File: config.mk
export PLATFORM = sky130hd
export DESIGN_NAME = alu32_issue_flat
export DESIGN_NICKNAME = d
export VERILOG_FILES = /design/src/rtl/alu32_issue_if.sv /design/src/rtl/alu32_issue.sv /design/src/flat_wrapper.sv
export SDC_FILE = /design/constraint.sdc
export NUM_CORES = 1
export LEC_CHECK = 0
export BUFFER_PORTS_ARGS = -buffer_cell sky130_fd_sc_hd__buf_4
export CAP_MARGIN = 20
export CORE_ASPECT_RATIO = 1.75
export CORE_MARGIN = 2
export CORE_UTILIZATION = 66
export CTS_BUF_LIST = sky130_fd_sc_hd__clkbuf_8
export CTS_CLUSTER_DIAMETER = 30
export DETAILED_ROUTE_END_ITERATION = 6
export PLACE_DENSITY_LB_ADDON = 0.25
export RECOVER_POWER = 100
export SETUP_SLACK_MARGIN = 0.05
export SLEW_MARGIN = 15
export SYNTH_ARGS = -nofsm -noshare
export SYNTH_HDL_FRONTEND = slang
export SYNTH_SLANG_ARGS = --single-unit
export TNS_END_PERCENT = 30
File: constraint.sdc
create_clock -name clk -period 6.3 [get_ports clk]
set_input_delay 1.26 -clock clk [delete_from_list [all_inputs] [get_ports clk]]
set_output_delay 1.26 -clock clk [all_outputs]
set_load 0.01 [all_outputs]
File: src/rtl/alu32_issue_if.sv
`default_nettype none
// +----------------------------------------------------------------------+
// | alu32_issue_if : command, alu32 operand/result and response signals    |
// | Rev 1.0                                                                |
// +----------------------------------------------------------------------+
interface alu32_issue_if #(
  parameter int DW = 32,
  parameter int AW = 3
);
  logic          cmd_valid;
  logic          cmd_ready;
  logic          cmd_ldi;
  logic [2:0]    cmd_op;
  logic [AW-1:0] cmd_rd;
  logic [AW-1:0] cmd_ra;
  logic [AW-1:0] cmd_rb;
  logic [DW-1:0] cmd_imm;

  logic [DW-1:0] alu_a;
  logic [DW-1:0] alu_b;
  logic [2:0]    alu_op;
  logic [DW-1:0] alu_result;
  logic          alu_c;
  logic          alu_n;
  logic          alu_z;
  logic          alu_v;

  logic          rsp_valid;
  logic          rsp_ready;
  logic [DW-1:0] rsp_data;
  logic [3:0]    rsp_flags;

  modport slave (
    input  cmd_valid, cmd_ldi, cmd_op, cmd_rd, cmd_ra, cmd_rb, cmd_imm,
    input  alu_result, alu_c, alu_n, alu_z, alu_v, rsp_ready,
    output cmd_ready, alu_a, alu_b, alu_op, rsp_valid, rsp_data, rsp_flags
  );

  modport master (
    output cmd_valid, cmd_ldi, cmd_op, cmd_rd, cmd_ra, cmd_rb, cmd_imm,
    output alu_result, alu_c, alu_n, alu_z, alu_v, rsp_ready,
    input  cmd_ready, alu_a, alu_b, alu_op, rsp_valid, rsp_data, rsp_flags
  );
endinterface
`default_nettype wire

File: src/rtl/alu32_issue.sv
`default_nettype none
// +----------------------------------------------------------------------+
// | alu32_issue : register file + one-at-a-time command front end for alu32 |
// | Rev 1.0                                                                |
// +----------------------------------------------------------------------+
module alu32_issue #(
  parameter int DW   = 32,
  parameter int NREG = 8,
  parameter int AW   = 3
) (
  input  logic         clk,
  input  logic         reset_n,
  alu32_issue_if.slave bus
);

  typedef enum logic [1:0] {
    IDLE = 2'd0,
    EXEC = 2'd1,
    RESP = 2'd2
  } state_t;

  state_t        state_q, state_d;
  logic [DW-1:0] regs_q [NREG];
  logic [AW-1:0] rd_q;
  logic [DW-1:0] alu_a_q, alu_b_q;
  logic [2:0]    alu_op_q;
  logic [DW-1:0] rsp_data_q;
  logic [3:0]    flags_q;

  logic          w_accept;

  assign w_accept = (state_q == IDLE) && bus.cmd_valid;

  always_comb begin
    state_d       = state_q;
    bus.cmd_ready = 1'b0;
    bus.rsp_valid = 1'b0;
    case (state_q)
      IDLE: begin
        bus.cmd_ready = 1'b1;
        if (bus.cmd_valid) state_d = bus.cmd_ldi ? RESP : EXEC;
      end
      EXEC: state_d = RESP;
      RESP: begin
        bus.rsp_valid = 1'b1;
        if (bus.rsp_ready) state_d = IDLE;
      end
      default: state_d = IDLE;
    endcase
  end

  always_ff @(posedge clk) begin
    if (!reset_n) begin
      state_q    <= IDLE;
      rd_q       <= '0;
      alu_a_q    <= '0;
      alu_b_q    <= '0;
      alu_op_q   <= '0;
      rsp_data_q <= '0;
      flags_q    <= '0;
      for (int i = 0; i < NREG; i++) regs_q[i] <= '0;
    end else begin
      state_q <= state_d;
      if (w_accept) begin
        if (bus.cmd_ldi) begin
          regs_q[bus.cmd_rd] <= bus.cmd_imm;
          rsp_data_q         <= bus.cmd_imm;
        end else begin
          // Sources are read here, so rd aliasing ra/rb is harmless.
          alu_a_q  <= regs_q[bus.cmd_ra];
          alu_b_q  <= regs_q[bus.cmd_rb];
          alu_op_q <= bus.cmd_op;
          rd_q     <= bus.cmd_rd;
        end
      end
      if (state_q == EXEC) begin
        regs_q[rd_q] <= bus.alu_result;
        rsp_data_q   <= bus.alu_result;
        flags_q      <= {bus.alu_n, bus.alu_z, bus.alu_c, bus.alu_v};
      end
    end
  end

  assign bus.alu_a     = alu_a_q;
  assign bus.alu_b     = alu_b_q;
  assign bus.alu_op    = alu_op_q;
  assign bus.rsp_data  = rsp_data_q;
  assign bus.rsp_flags = flags_q;

endmodule
`default_nettype wire

File: src/flat_wrapper.sv
// flat-port wrapper written by rule: the top's interface ports become plain ports
module alu32_issue_flat 
#(
  parameter int DW   = 32,
  parameter int NREG = 8,
  parameter int AW   = 3
)
  (clk, reset_n, bus_cmd_valid, bus_cmd_ldi, bus_cmd_op, bus_cmd_rd, bus_cmd_ra, bus_cmd_rb, bus_cmd_imm, bus_alu_result, bus_alu_c, bus_alu_n, bus_alu_z, bus_alu_v, bus_rsp_ready, bus_cmd_ready, bus_alu_a, bus_alu_b, bus_alu_op, bus_rsp_valid, bus_rsp_data, bus_rsp_flags);
  alu32_issue_if #(.DW(DW), .AW(AW)) bus_i ();
  input  logic clk;
  input  logic reset_n;
  input wire logic [$bits(bus_i.cmd_valid)-1:0] bus_cmd_valid;
  input wire logic [$bits(bus_i.cmd_ldi)-1:0] bus_cmd_ldi;
  input wire logic [$bits(bus_i.cmd_op)-1:0] bus_cmd_op;
  input wire logic [$bits(bus_i.cmd_rd)-1:0] bus_cmd_rd;
  input wire logic [$bits(bus_i.cmd_ra)-1:0] bus_cmd_ra;
  input wire logic [$bits(bus_i.cmd_rb)-1:0] bus_cmd_rb;
  input wire logic [$bits(bus_i.cmd_imm)-1:0] bus_cmd_imm;
  input wire logic [$bits(bus_i.alu_result)-1:0] bus_alu_result;
  input wire logic [$bits(bus_i.alu_c)-1:0] bus_alu_c;
  input wire logic [$bits(bus_i.alu_n)-1:0] bus_alu_n;
  input wire logic [$bits(bus_i.alu_z)-1:0] bus_alu_z;
  input wire logic [$bits(bus_i.alu_v)-1:0] bus_alu_v;
  input wire logic [$bits(bus_i.rsp_ready)-1:0] bus_rsp_ready;
  output wire logic [$bits(bus_i.cmd_ready)-1:0] bus_cmd_ready;
  output wire logic [$bits(bus_i.alu_a)-1:0] bus_alu_a;
  output wire logic [$bits(bus_i.alu_b)-1:0] bus_alu_b;
  output wire logic [$bits(bus_i.alu_op)-1:0] bus_alu_op;
  output wire logic [$bits(bus_i.rsp_valid)-1:0] bus_rsp_valid;
  output wire logic [$bits(bus_i.rsp_data)-1:0] bus_rsp_data;
  output wire logic [$bits(bus_i.rsp_flags)-1:0] bus_rsp_flags;
  assign bus_i.cmd_valid = bus_cmd_valid;
  assign bus_i.cmd_ldi = bus_cmd_ldi;
  assign bus_i.cmd_op = bus_cmd_op;
  assign bus_i.cmd_rd = bus_cmd_rd;
  assign bus_i.cmd_ra = bus_cmd_ra;
  assign bus_i.cmd_rb = bus_cmd_rb;
  assign bus_i.cmd_imm = bus_cmd_imm;
  assign bus_i.alu_result = bus_alu_result;
  assign bus_i.alu_c = bus_alu_c;
  assign bus_i.alu_n = bus_alu_n;
  assign bus_i.alu_z = bus_alu_z;
  assign bus_i.alu_v = bus_alu_v;
  assign bus_i.rsp_ready = bus_rsp_ready;
  assign bus_cmd_ready = bus_i.cmd_ready;
  assign bus_alu_a = bus_i.alu_a;
  assign bus_alu_b = bus_i.alu_b;
  assign bus_alu_op = bus_i.alu_op;
  assign bus_rsp_valid = bus_i.rsp_valid;
  assign bus_rsp_data = bus_i.rsp_data;
  assign bus_rsp_flags = bus_i.rsp_flags;
  alu32_issue #(.DW(DW), .NREG(NREG), .AW(AW)) u_core (.clk(clk), .reset_n(reset_n), .bus(bus_i));
endmodule
==> impl_results.md, run 1 <==
* Peak VDD IR at ~200 uV
* Multi-input gate area at approximately 7100 um^2
* Max Root-Sink Buffers at 3
* ANT nets after route at 0
* Leak at a little over 0.008 uW
* N_diodes at 0
* Worst Hold Depth at 1
* FP Rows at between 70 and 80
* WHS at 0.497 ns
* Final setup vio count at 0
* Ys Warns at 0
* Max Used Layer: met4
* Seq pwr share at between 50% and 60%
* Vias per inst at 6.52
* Slew margin rel. at -57.5%
* Core Footprint at ~26000 um^2
* DR WL/cell at around 23 um
* Clk_skew at around 0.023 ns
* Number of setup buffers added after CTS at 0
* Layout overhead on the synthesized area at 12.1%
* Post-detail-place hpwl at about 26000 um
* Arr. time, crit path at ~5.3 ns
* Final Max Tran Viols at ~180
* Total GRT Usage at around a third
* Fin crit share at approximately 80%
* Sw frac at about 25%
* Main synth FF type: edfxtp_1
* DRC viols at 0
* Post-CTS sizing at 0
* Net Sw Power at 1360 uW
* CTS tree: done
* Hold WC Path Type: flip-flop to flip-flop
* Wire length on met2 at approximately 24000 um
* First-pass DRT Iterations at 6
* Sequential-to-total area share from yosys stat at between 50 and 60%
* Worst-path fanout max at 40
* Worst skew pair latency at about 0.6 ns
* Power Dens Cells at ~270 nW/um^2
* Number of flops mapped to enable cells by yosys at approximately 260
* IO Count at 190
* Largest cells by area after synthesis: edfxtp_1 (44%), dfxtp_1 (12%), mux2i_1 (12%)
* WP data required at about 6.5 ns
* Met1 wire length at 16100 um
* Post-Syn Nets at 1527
* Fraction of registers with async set/reset at 0%
* Setup TNS at 0 ns
* Unrepaired setup endpoints after global routing: false
* Clock Power Share at a little under two fifths
* Largest net degree at the start of global routing at about 110
* Initial antenna violation count at 0
* Slew @ Worst Pin at between 2 and 2.5 ns
* Number of buffers added on ports at approximately 190
* Synthesized instance count at 1442
* Total grt overflow at 0
* Biggest area consumer among synthesized cells: edfxtp_1
* FF-to-FF Start: u_core.state_q[1]
* CTS Sinks at between 300 and 400
* Seq cells post-synth at approximately 360
* Final Critical Period at 5.04 ns
* Clock-pin slew on the worst setup and hold paths at ~0.06 ns
* Average cell area after synthesis at roughly 12 um^2
* Vias in the first global route at 13.0k
* Int Power at between 4000 and 5000 uW
* Hold Fails Final Rpt at 0
* Hold Buf Count CTS at 0
* Initial core utilization at around 67%
* Share of cells above drive strength 1 at 20.5%
* RePlAce Congestion at about 0.85
* Register area at approximately 10000 um^2
* Failing checks: max-capacitance violations, max-slew violations
* Unique masters post-synth at 28
* Die footprint at about 28000 um^2
* Via count at 12.7k
* Min-Delay Startpoint: u_core.bus.rsp_data[12]
* Final Util at 75.5%
* Met3 wire length at about 3000 um
* FF-to-FF path depth at 5
* Die Wd at ~130 um
* Outcome: finished with violations
* Root buf cell: clkbuf_8
* Nets at approximately 1.7k
* Number of H-tree levels at 2
* Synthesized area at about 18000 um^2
* Crit end category: flip-flop
* Max Cap Violations at 4
* DRT Wirelength at 44700 um
* TritonCTS buffer count at 50
* Startpoint types: input port
* Fmax at around 0.20 GHz
* First-pass GRT wire length at around 69000 um
* DR iter-0 viols at between 1k and 1.5k
* Die height at around 220 um
* Crit path launch: reset_n
* Comb power frac at between 10% and 20%
* Crit path kind: input port to flip-flop
* Fillcell total at roughly 1.8k
* Top cell type's share of synthesized area at 43.9%
==> critical path, stage by stage <==
cell	delay (ns)
clkbuf_1	1.16
nor3b_4	0.84
nand4_4	0.79
nand2_2	1.17
==> synthesized netlist by cell type (8+ instances only) <==
cell      instances
a21oi_1          65
a221o_1          55
a22oi_1           9
buf_2            53
buf_6            12
clkbuf_1         51
dfxtp_1         108
edfxtp_1        256
mux2_2          131
mux2i_1         202
nand2_1          42
nand4_4           8
nor2_1          260
nor2b_1          14
o211a_1          32
o21ai_0          64
o221ai_1          9
o22ai_1          55
==> power by group through the flow <==
stage / logic (uW) / clock network [uW] / registers (uW)
2_1_floorplan: 406 / 0 / 2800
3_3_place_gp: 669 / 0 / 2790
3_5_place_dp: 685 / 0 / 2800
4_1_cts: 690 / 1980 / 2750
5_1_grt: 699 / 2090 / 2760
6_report: 655 / 1980 / 2750
==> sequential cells by signal (all words and copies together), names as in the netlist <==
name	flops
u_core.bus.alu_a	32
u_core.bus.alu_b	32
u_core.bus.alu_op	3
u_core.bus.rsp_data	32
u_core.bus.rsp_flags	4
u_core.rd_q	3
u_core.regs_q	256
u_core.state_q	2
==> layout make-up <==
cell class	instances	share of cell area, %
flip-flops and latches	364	50.2
multi-input cells	957	36.0
repair buffers	208	6.12
clock buffers	60	4.21
well taps	320	2.04
clock inverters	32	1.40
==> final timing paths <==
kind | slack [ns] | endpoint
setup / recovery | 1.26 | u_core.regs_q[0][25]
hold / removal | 0.50 | u_core.bus.rsp_data[12]
setup reg to reg | 2.55 | u_core.regs_q[0][25]
hold reg to reg | 0.50 | u_core.bus.rsp_data[12]
==> metal layers <==
metal | vias up | global-route usage [%]
met2 | 598 | 59.7
met3 | 124 | 4.39
met5 | - | 0
li1 | 5702 | -
met1 | 6232 | 36.2
met4 | 0 | 13.0
==> metrics by stage <==
stage / setup WS, ns / instance area, um^2 / total power, uW / cells
final: 1.26 / 19600 / 5380 / 1941
after global routing: 1.11 / 19600 / 5540 / 1941
after CTS: 2.27 / 20000 / 5420 / 1939
after detailed placement: 1.65 / 18900 / 3480 / 1847
after global placement: 1.72 / 18900 / 3460 / 1847
after floorplan: 2.69 / 17500 / 3210 / 1442
==> cell families after synthesis <==
| family | after synthesis | synth area share [%] |
|---|---|---|
| muxes | 336 | 20.4 |
| AOI/OAI and AO/OA | 290 | 11.5 |
| DFF | 364 | 56.3 |
| and+or+nand+nor | 331 | 8.33 |
| buffers and inverters | 121 | 3.52 |
==> placed cells by master (no fill, tap or decap), types with 3 or more instances in the layout <==
cell type	instances
nand4_4	8
edfxtp_1	256
inv_1	9
mux2i_1	202
mux2i_4	3
clkinv_2	11
a22oi_1	9
clkbuf_8	60
o22ai_1	55
a221o_1	55
clkinv_1	5
dfxtp_1	108
nor2_1	258
bufinv_16	5
a21oi_1	65
o21ai_0	64
nand2_1	34
o221ai_1	9
nor2b_1	12
mux2_2	131
clkbuf_1	109
o211a_1	32
nand2_2	8
buf_4	94
Power figures use the tool's default switching activity.
==> run 2: changes to the inputs <==
--- a/config.mk
+++ b/config.mk
@@ -9,7 +9,7 @@
 export CAP_MARGIN = 20
 export CORE_ASPECT_RATIO = 1.75
 export CORE_MARGIN = 2
-export CORE_UTILIZATION = 66
+export CORE_UTILIZATION = 55
 export CTS_BUF_LIST = sky130_fd_sc_hd__clkbuf_8
 export CTS_CLUSTER_DIAMETER = 30
 export DETAILED_ROUTE_END_ITERATION = 6
==> constraint.sdc (replaced) <==
create_clock -name clk -period 4.2 [get_ports clk]
set_input_delay 0.84 -clock clk [delete_from_list [all_inputs] [get_ports clk]]
set_output_delay 0.84 -clock clk [all_outputs]
set_load 0.01 [all_outputs]
==> run 2 against run 1 <==
Net effect: the flow still finishes with violations (max-capacitance violations, max-slew violations); first-iteration DRC count decreased by 10%; critical path type unchanged; clock skew about the same; combinational power increased by 56%; critical path depth increased by 2; core utilization decreased by 12 points; setup slack got worse by 0.43 ns; wire length increased by 8.6%; sequential share of layout area decreased by 0.79 points; final area increased by 1.6%; clock power increased by 52%.
==> impl_results.md, run 2 (synthesized netlist as in run 1, its figures left out) <==
* Outcome: finished with violations
* Failing checks: max-capacitance violations, max-slew violations
* Hold Buf Count CTS at 0 (unchanged)
* DRC viols at 0 (unchanged)
* Area post-placement at 19300 um^2 (+2.0%)
* Biggest register: u_core.regs_q
* Highest-delay cell along the critical path: mux2i_1
* CP cell instances: buf_4 > nand3b_1 > mux2i_1 > nand4_4 > nand2_2 > clkbuf_1
* Vias per inst at 6.25 (-4.1%)
* Slew margin rel. at -24.6% (+33 points)
* Seq pwr share at 50.6% (-0.4 points)
* IO Count at 190 (unchanged)
* Nets at 1693 (+1.6%)
* Post-CTS sizing at 0 (unchanged)
* Root buf cell: clkbuf_8
* FF-to-FF path depth at 5 (unchanged)
* First-pass DRT Iterations at 6 (unchanged)
* Worst-path fanout max at 36 (-10%)
* Hold WC Path Type: input port to flip-flop
* Net Sw Power at 2120 uW (+56%)
* Setup TNS at 0 ns (unchanged)
* Initial core utilization at 55.7% (-12 points)
* Clock-pin slew on the worst setup and hold paths at 0.06 ns (about the same)
* Total GRT Usage at 28.5% (-3.4 points)
* Total grt overflow at 0 (unchanged)
* Sw frac at 26.0% (+0.72 points)
* Post-detail-place hpwl at 29100 um (+12%)
* Arr. time, crit path at 3.65 ns (-1.60 ns)
* Critical Path Max Stage Delay at 0.85 ns (-0.32 ns)
* CTS tree: done
* Peak VDD IR at 350 uV (+78%)
* WHS at 0.468 ns (-0.0288 ns)
* Design area at 19900 um^2 (+1.6%)
* Core Footprint at 31400 um^2 (+21%)
* Number of H-tree levels at 2 (unchanged)
* FP Rows at 86 (+10%)
* Max FFs per register at 256 (unchanged)
* Worst skew pair latency at 0.64 ns (+0.03 ns)
* CTS Sinks at 364 (unchanged)
* Number of buffers added on ports at 189 (unchanged)
* Unrepaired setup endpoints after global routing: false
* Share of cells above drive strength 1 at 20.7% (+0.11 points)
* Initial antenna violation count at 1 (+1)
* Via count at 12.8k (+1.4%)
* Met3 wire length at 3470 um (+13%)
* Die height at 240 um (+9.4%)
* Clk_skew at 0.0223 ns (-0.000398 ns)
* Crit end category: flip-flop
* Comb power frac at 12.5% (+0.3 points)
* Commonest cells after routing, fill and taps aside: nor2_1 (257), edfxtp_1 (256), mux2i_1 (203)
* Int Power at 6020 uW (+50%)
* Placed insts at 1945 (+5.3%)
* Crit path kind: input port to flip-flop
* RePlAce Congestion at 0.821 (-3.3%)
* Final Max Tran Viols at 165 (-6.3%)
* Commonest non-fill, non-tap cell in the layout: nor2_1
* Final cell count without fillers at 2053 (+5.8%)
* DR iter-0 viols at 1083 (-10%)
* DRT Wirelength at 48500 um (+8.6%)
* Number of setup buffers added after CTS at 0 (unchanged)
* DR WL/cell at 23.6 um (+2.7%)
* ANT nets after route at 0 (unchanged)
* Vias in the first global route at 13.3k (+1.6%)
* Final setup vio count at 0 (unchanged)
* Max Cap Violations at 3 (-1)
* Startpoint types: input port
* First-pass GRT wire length at 73100 um (+6.7%)
* Die Wd at 139 um (+9.2%)
* Die footprint at 33300 um^2 (+19%)
* Power Dens Cells at 409 nW/um^2 (+49%)
* Wire length on met2 at 25500 um (+6.0%)
* Max Root-Sink Buffers at 3 (unchanged)
* Leak at 0.00843 uW (+2.3%)
* WP data required at 4.48 ns (-2.03 ns)
* Slew @ Worst Pin at 1.87 ns (-0.493 ns)
* Largest net degree at the start of global routing at 104 (-0.95%)
* Max Used Layer: met4
* Fmax at slightly below 0.3 GHz
* Hold Fails Final Rpt at 0 (unchanged)
* Clock Power Share at 36.9% (about the same)
* Met1 wire length at 17600 um (+9.6%)
* Final Critical Period at roughly 3.4 ns
* Fin crit share at 80.2%
* Worst Hold Depth at 3 (+2)
* Layout overhead on the synthesized area at 13.9%
* TritonCTS buffer count at 56 (+12%)
==> run 2: final cells by class <==
class                   count  area, um^2
clock inverters            45         302
diodes                      1        2.50
repair buffers            229        1400
clock buffers              61         840
well taps                 396         495
fillers                  2569       11500
multi-input cells         957        7040
flip-flops and latches    364        9850
==> run 2: worst max-delay path, delay by kind of cell <==
| kind | cells | cell delay (ns) |
|---|---|---|
| buffers and inverters | 2 | 0.74 |
| multiplexers | 1 | 0.85 |
| AND/OR/NAND/NOR | 3 | 1.19 |
==> run 2: power groups by stage <==
stage,sequential [uW],clock (uW),combinational [uW]
2_1_floorplan,4210,0,610
3_3_place_gp,4180,0,1060
4_1_cts,4120,3030,1080
6_report,4120,3000,1020
3_5_place_dp,4190,0,1080
5_1_grt,4140,3180,1090
==> run 2: worst paths after layout <==
path                           start                       to  slack (ns)
max                          reset_n     u_core.regs_q[6][24]        0.83
min                        bus_alu_v  u_core.bus.rsp_flags[0]        0.47
max reg2reg        u_core.state_q[1]     u_core.regs_q[6][24]        0.85
min reg2reg  u_core.bus.rsp_data[18]  u_core.bus.rsp_data[18]        0.49
==> run 2: stage by stage <==
stage	setup slack [ns]	util (%)	total power, uW
global route	0.701	63.4	8400
CTS	1.21	64.9	8230
detailed placement	0.696	61.3	5270
floorplan	1.01	-	4810
finish	0.830	63.4	8140
global placement	0.746	61.2	5240
==> run 2: per-layer routing <==
metal	track usage, %	up-vias
met4	13.6	0
met1	32.5	6298
met5	0	-
met3	4.36	142
li1	-	5758
met2	52.2	641
